## src/rtl/msrv32_branch_unit_if.sv

```systemverilog
// Branch unit operand/decision bundle for the MSRV32 core.
// Count outputs exist only when MSRV32_BRANCH_STATS_EN is defined.
interface msrv32_branch_unit_if #(
    parameter int XLEN = 32
);
    logic [XLEN-1:0] rs1_in;
    logic [XLEN-1:0] rs2_in;
    logic [6:0]      opecode_in;
    logic [2:0]      funct3_in;
    logic            branch_taken_out;
    logic            branch_taken_q_out;
`ifdef MSRV32_BRANCH_STATS_EN
    logic [31:0]     branch_count_out;
    logic [31:0]     taken_count_out;
`endif

    modport master (
        output rs1_in,
        output rs2_in,
        output opecode_in,
        output funct3_in,
`ifdef MSRV32_BRANCH_STATS_EN
        input  branch_count_out,
        input  taken_count_out,
`endif
        input  branch_taken_out,
        input  branch_taken_q_out
    );

    modport slave (
        input  rs1_in,
        input  rs2_in,
        input  opecode_in,
        input  funct3_in,
`ifdef MSRV32_BRANCH_STATS_EN
        output branch_count_out,
        output taken_count_out,
`endif
        output branch_taken_out,
        output branch_taken_q_out
    );
endinterface

```

## src/rtl/msrv32_branch_unit.sv

```systemverilog
// MSRV32 branch/jump decision: combinational take flag plus registered copy.
// Define MSRV32_BRANCH_STATS_EN to add branch/taken event counters.
module msrv32_branch_unit #(
    parameter int XLEN = 32
) (
    input  logic                  ms_riscv32_mp_clk_in,
    input  logic                  ms_riscv32_mp_rst_in,
    msrv32_branch_unit_if.slave   bu
);
    localparam logic [6:0] OP_BRANCH = 7'b1100011;
    localparam logic [6:0] OP_JAL    = 7'b1101111;
    localparam logic [6:0] OP_JALR   = 7'b1100111;

    logic w_is_branch;
    logic w_is_jump;
    logic w_eq;
    logic w_lt_s;
    logic w_lt_u;
    logic w_cond;
    logic w_taken;
    logic r_taken_q;

    assign w_is_branch = (bu.opecode_in == OP_BRANCH);
    assign w_is_jump   = (bu.opecode_in == OP_JAL) ||
                         (bu.opecode_in == OP_JALR);

    assign w_eq   = (bu.rs1_in == bu.rs2_in);
    assign w_lt_s = ($signed(bu.rs1_in) < $signed(bu.rs2_in));
    assign w_lt_u = (bu.rs1_in < bu.rs2_in);

    // Reserved funct3 encodings (010, 011) fall to the not-taken default.
    always_comb begin
        w_cond = 1'b0;
        case (bu.funct3_in)
            3'b000:  w_cond = w_eq;
            3'b001:  w_cond = !w_eq;
            3'b100:  w_cond = w_lt_s;
            3'b101:  w_cond = !w_lt_s;
            3'b110:  w_cond = w_lt_u;
            3'b111:  w_cond = !w_lt_u;
            default: w_cond = 1'b0;
        endcase
    end

    assign w_taken = w_is_jump || (w_is_branch && w_cond);

    always_ff @(posedge ms_riscv32_mp_clk_in or negedge ms_riscv32_mp_rst_in) begin
        if (!ms_riscv32_mp_rst_in) begin
            r_taken_q <= 1'b0;
        end else begin
            r_taken_q <= w_taken;
        end
    end

    assign bu.branch_taken_out   = w_taken;
    assign bu.branch_taken_q_out = r_taken_q;

`ifdef MSRV32_BRANCH_STATS_EN
    logic [31:0] r_branch_count;
    logic [31:0] r_taken_count;

    always_ff @(posedge ms_riscv32_mp_clk_in or negedge ms_riscv32_mp_rst_in) begin
        if (!ms_riscv32_mp_rst_in) begin
            r_branch_count <= 32'd0;
            r_taken_count  <= 32'd0;
        end else begin
            if (w_is_branch || w_is_jump) begin
                r_branch_count <= r_branch_count + 32'd1;
            end
            if (w_taken) begin
                r_taken_count <= r_taken_count + 32'd1;
            end
        end
    end

    assign bu.branch_count_out = r_branch_count;
    assign bu.taken_count_out  = r_taken_count;
`endif
endmodule

```

## src/flat_wrapper.sv

```systemverilog
// flat-port wrapper written by rule: the top's interface ports become plain ports
module msrv32_branch_unit_flat 
#(
    parameter int XLEN = 32
)
  (ms_riscv32_mp_clk_in, ms_riscv32_mp_rst_in, bu_rs1_in, bu_rs2_in, bu_opecode_in, bu_funct3_in, bu_branch_taken_out, bu_branch_taken_q_out);
  msrv32_branch_unit_if #(.XLEN(XLEN)) bu_i ();
  input  logic ms_riscv32_mp_clk_in;
  input  logic ms_riscv32_mp_rst_in;
  input wire logic [$bits(bu_i.rs1_in)-1:0] bu_rs1_in;
  input wire logic [$bits(bu_i.rs2_in)-1:0] bu_rs2_in;
  input wire logic [$bits(bu_i.opecode_in)-1:0] bu_opecode_in;
  input wire logic [$bits(bu_i.funct3_in)-1:0] bu_funct3_in;
  output wire logic [$bits(bu_i.branch_taken_out)-1:0] bu_branch_taken_out;
  output wire logic [$bits(bu_i.branch_taken_q_out)-1:0] bu_branch_taken_q_out;
  assign bu_i.rs1_in = bu_rs1_in;
  assign bu_i.rs2_in = bu_rs2_in;
  assign bu_i.opecode_in = bu_opecode_in;
  assign bu_i.funct3_in = bu_funct3_in;
  assign bu_branch_taken_out = bu_i.branch_taken_out;
  assign bu_branch_taken_q_out = bu_i.branch_taken_q_out;
  msrv32_branch_unit #(.XLEN(XLEN)) u_core (.ms_riscv32_mp_clk_in(ms_riscv32_mp_clk_in), .ms_riscv32_mp_rst_in(ms_riscv32_mp_rst_in), .bu(bu_i));
endmodule
```

## config.mk

```make
export PLATFORM = sky130hd
export DESIGN_NAME = msrv32_branch_unit_flat
export DESIGN_NICKNAME = d
export VERILOG_FILES = /design/src/rtl/msrv32_branch_unit_if.sv /design/src/rtl/msrv32_branch_unit.sv /design/src/flat_wrapper.sv
export SDC_FILE = /design/constraint.sdc
export NUM_CORES = 1
export LEC_CHECK = 0
export ABC_AREA = 1
export CELL_PAD_IN_SITES_DETAIL_PLACEMENT = 1
export CELL_PAD_IN_SITES_GLOBAL_PLACEMENT = 1
export CORE_MARGIN = 3
export CORE_UTILIZATION = 43
export DETAILED_ROUTE_END_ITERATION = 6
export DONT_BUFFER_PORTS = 1
export GPL_ROUTABILITY_DRIVEN = 1
export PLACE_DENSITY_LB_ADDON = 0.1
export SLEW_MARGIN = 20
export SYNTH_ARGS = -nofsm -noshare
export SYNTH_HDL_FRONTEND = slang
export SYNTH_SLANG_ARGS = --single-unit
```

## constraint.sdc

```tcl
create_clock -name ms_riscv32_mp_clk_in -period 3.06 [get_ports ms_riscv32_mp_clk_in]
set_input_delay 0.612 -clock ms_riscv32_mp_clk_in [delete_from_list [all_inputs] [get_ports ms_riscv32_mp_clk_in]]
set_output_delay 0.612 -clock ms_riscv32_mp_clk_in [all_outputs]
set_load 0.01 [all_outputs]
```

Word level (Yosys, flattened, before mapping)
Cells that the tools add are included.
{"block": "classes", "n_div": 0, "order_cmp": 2, "muxes": 1, "n_eq_ne": 9, "shift": 0, "n_addsub": 0, "multipliers": 0, "bitwise_logic": 0, "reduce_logical": 7}
{"op": "32-bit less-than comparator", "n": 2}
{"op": "32-bit equality test", "n": 1}
{"op": "7-bit equality test (second input constant)", "n": 3}
{"op": "3-bit equality test (second input constant)", "n": 4}
{"op": "1-bit case mux with 6 select lines", "n": 1}
{"op": "3-bit by 1-bit equality test with 1-bit output (second input constant)", "n": 1}
{"op": "1-bit logical NOT", "n": 3}
{"op": "3-bit logical NOT", "n": 1}
{"op": "1-bit logical OR", "n": 2}
{"op": "1-bit logical AND", "n": 1}
{"block": "word_totals", "word_cells": 20, "ram_bits": 0, "mem_count": 0, "reg_bits": 1, "inputBits": 76, "romBits": 0, "out_inout_bits": 2, "latchBits": 0}

Logic depth before layout (Yosys ltp)
{"block": "depth", "word_depth": 5, "ltp_mapped": 19, "ltp_nobuf": 19}

Least setup slack after synthesis
OpenSTA, ideal clock, no wires.
{"block": "synth_timing", "path_kind": "in2out", "from": "input port bu_rs2_in[31]", "to": "output port bu_branch_taken_out", "n_path_buf": 0, "required_ns": 2.448, "path_slack_ns": 0.518, "arrival_time_ns": 1.930, "path_stages": 13, "path_cell_list": "inv_1 -> ha_1 -> nand2_1 -> nor2_2 -> nand2_2 -> nor3b_2 -> nand2_2 -> nand2_2 -> nand2_1 -> a21oi_2 -> nand2_1 -> nand2_1 -> nand2_1"}
{"block": "synth_between", "elab_chain_cells": 5, "word_cells_on_any_way": 9, "classes_between": "order compare: 2; eq/ne: 1; mux: 1; reduce/logical: 5"}
{"element": "from (decl)", "line": "flat_wrapper.sv:11", "source": "input wire logic [$bits(bu_i.rs2_in)-1:0] bu_rs2_in;"}
{"element": "32-bit less-than comparator (tied with other cells)", "line": "msrv32_branch_unit.sv:29", "source": "assign w_lt_u = (bu.rs1_in < bu.rs2_in);"}
{"element": "1-bit logical NOT, on equally long branches", "line": "msrv32_branch_unit.sv:40, msrv32_branch_unit.sv:36, msrv32_branch_unit.sv:38"}
{"element": "1-bit case mux with 6 select lines *", "line": "msrv32_branch_unit.sv:34", "source": "case (bu.funct3_in)"}
{"element": "1-bit logical AND *", "line": "msrv32_branch_unit.sv:45", "source": "assign w_taken = w_is_jump || (w_is_branch && w_cond);"}
{"element": "1-bit logical OR *", "line": "msrv32_branch_unit.sv:45"}
{"element": "to (decl)", "line": "flat_wrapper.sv:14", "source": "output wire logic [$bits(bu_i.branch_taken_out)-1:0] bu_branch_taken_out;"}
Every way passes the cells marked *; elsewhere a longest branch is shown, timed or not.

Final worst setup path
Ends and elaborated chain as after synthesis.

==> flow_summary.toml <==
[job]
drv_cap = 0

[sta]
fin_crit_ns = 2.721
drv_slew = 0
setup_viol = 0
timing.slew.headroom_pct = 87.84
finalCritPeriodShare_pct = 88.93
fmax_mhz = 367.5
worst_pin_slew_ns = 0.1813
finalSetupTns_ns = 0
rsz0062_at_grt = "false"
hold_viol_final = 0

[power]
p_per_area_nw_per_um2 = 130.4
leakagePower_nw = 0.7030
ir_worst_vdd_mv = 0.08598

[grt]
use_met3_pct = 2.552
grt_use_total_pct = 14.52
antenna_found_initial = 0
met2_usage_pct = 28.38
use_met1_pct = 17.19
grt_pass1_wl_mm = 4.043
grt_pass1_vias = 1090
busiest_layer = "met2"
grt_max_degree = 6
grt.overflow.total = 0

[die]
die_w_um = 56.00
coreArea_um2 = 2297
row_count = 17
ioPinCount = 78
start_util_pct = 46.79
die_area_um2 = 3135
fp.dieH_um = 56.00

[clock_network]
hold_buffers = 0
clkTransAtPathRegs_ns = 0
postCtsSetupRepairBufs = 0
postCtsResizedCells = 0

[layout]
n_antenna_cell = 0
nets = 285
fin_area_um2 = 1110
fillerInstances = 326
drive_above_1_share_pct = 7.429
largest_reg_flops = 1
syn_to_final_growth_pct = 3.259

[yosys]
synth-seq-cells = 1
avgSynthCellArea_um2 = 6.142
yosysWarningCount = 0
synth_area_um2 = 1075
syn_inst = 175
synth_nets = 283
synth_cell_types = 21
yosysSeqAreaShare_pct = 2.328

[setup_path]
crit_type = "in -> out"
worstPathMaxFanout = 5
cp_data_required_time_ns = 2.45
end_kind = "primary output"
arrival_ns = 2.11
start_kind = "input pin"

[status]
outcome = "finished, final reports clean"

[place]
dpl_cell_area_um2 = 1110
dp_hpwl_mm = 2.393
portBuffers = 0
gp_congestion = 0.8227

[drt]
ant_nets = 0
wire_per_inst_um = 12.04
wl_mm = 2.445
drt_first_pass_iters = 2
via_per_inst = 5.187
num_vias = 1053
drtIter0Drc = 18
route.detailed.drc = 0

[hold_path]
hp-class = "in -> async"
==> stage by stage <==
step                      cells  hold slack [ns]  power (mW)  worst slack [ns]  util, %
after floorplan             175           0.3164      0.1216            0.5182        -
after global placement      203           0.3164      0.1367            0.4119    48.31
after detailed placement    203           0.3164      0.1468            0.3246    48.31
after CTS                   203           0.3164      0.1479            0.3170    48.31
after global routing        203           0.3164      0.1706            0.1609    48.31
final                       203           0.3162      0.1447            0.3386    48.31
==> synthesized netlist by cell type (all sizes together) <==
library cell,count,area [um2]
dfrtp,1,25.02
clkinv,1,3.750
o21a,2,16.27
nor3b,1,12.51
nand4,2,12.51
nand3,11,70.07
ha,32,400.4
o21ai,4,20.02
inv,43,161.4
nand2,47,183.9
a21oi,15,90.09
nor2,13,56.31
a211oi,1,7.510
a21o,2,15.01
==> routing by layer <==
metal  vias to the layer above  share of wire, %
li1                        555                 -
met1                       445                42
met2                        53                50
met3                         0               7.8
met4                         0                 0
met5                         -                 0
==> power breakdown <==
group          switching [mW]  internal [mW]
clock                       0              0
combinational          0.0746         0.0562
sequential           0.000185         0.0137
==> layout make-up <==
class,instances,area (um2),share of cell area [%]
Tap cell,28,35.03,3.157
Multi-Input combinational cell,130,884.6,79.71
Inverter,44,165.2,14.88
Sequential cell,1,25.02,2.255
==> logic make-up (layout without fill, tap and decap cells) <==
family / Yosys count / in the layout / synth area share (%)
simple gates: 74 / 74 / 31.20
buf+inv: 44 / 44 / 15.37
fa+ha+maj: 32 / 32 / 37.25
compound gates: 24 / 24 / 13.85
flops: 1 / 1 / 2.328
==> critical path, stage by stage <==
cell	delay [ns]
inv_1	0.02
ha_1	0.34
nand2_1	0.10
nor2_2	0.15
nand2_2	0.08
nor3b_2	0.20
nand2_2	0.10
nand2_2	0.08
nand2_1	0.06
nand3_2	0.05
nand2_1	0.05
nand2_1	0.07
nand2_1	0.05
nand2_1	0.13
==> cells in the final DEF, fill, tap and decap left out, drive strengths merged <==
master,count
clkinv,1
dfrtp,1
a21oi,15
inv,43
nor2,13
nand4,2
a211oi,1
nor3b,1
nand2,47
ha,32
o21ai,4
a21o,2
o21a,2
nand3,11
==> path summary, 6_finish.rpt <==
kind / startpoint / to / slack (ns)
max in group asynchronous: ms_riscv32_mp_rst_in / u_core.bu.branch_taken_q_out / 2.68
min in group ms_riscv32_mp_clk_in: bu_opecode_in[2] / u_core.bu.branch_taken_q_out / 0.86
min: ms_riscv32_mp_rst_in / u_core.bu.branch_taken_q_out / 0.32
max: bu_rs2_in[31] / bu_branch_taken_out / 0.34
Note: power is estimated with default switching activity, not from simulation.
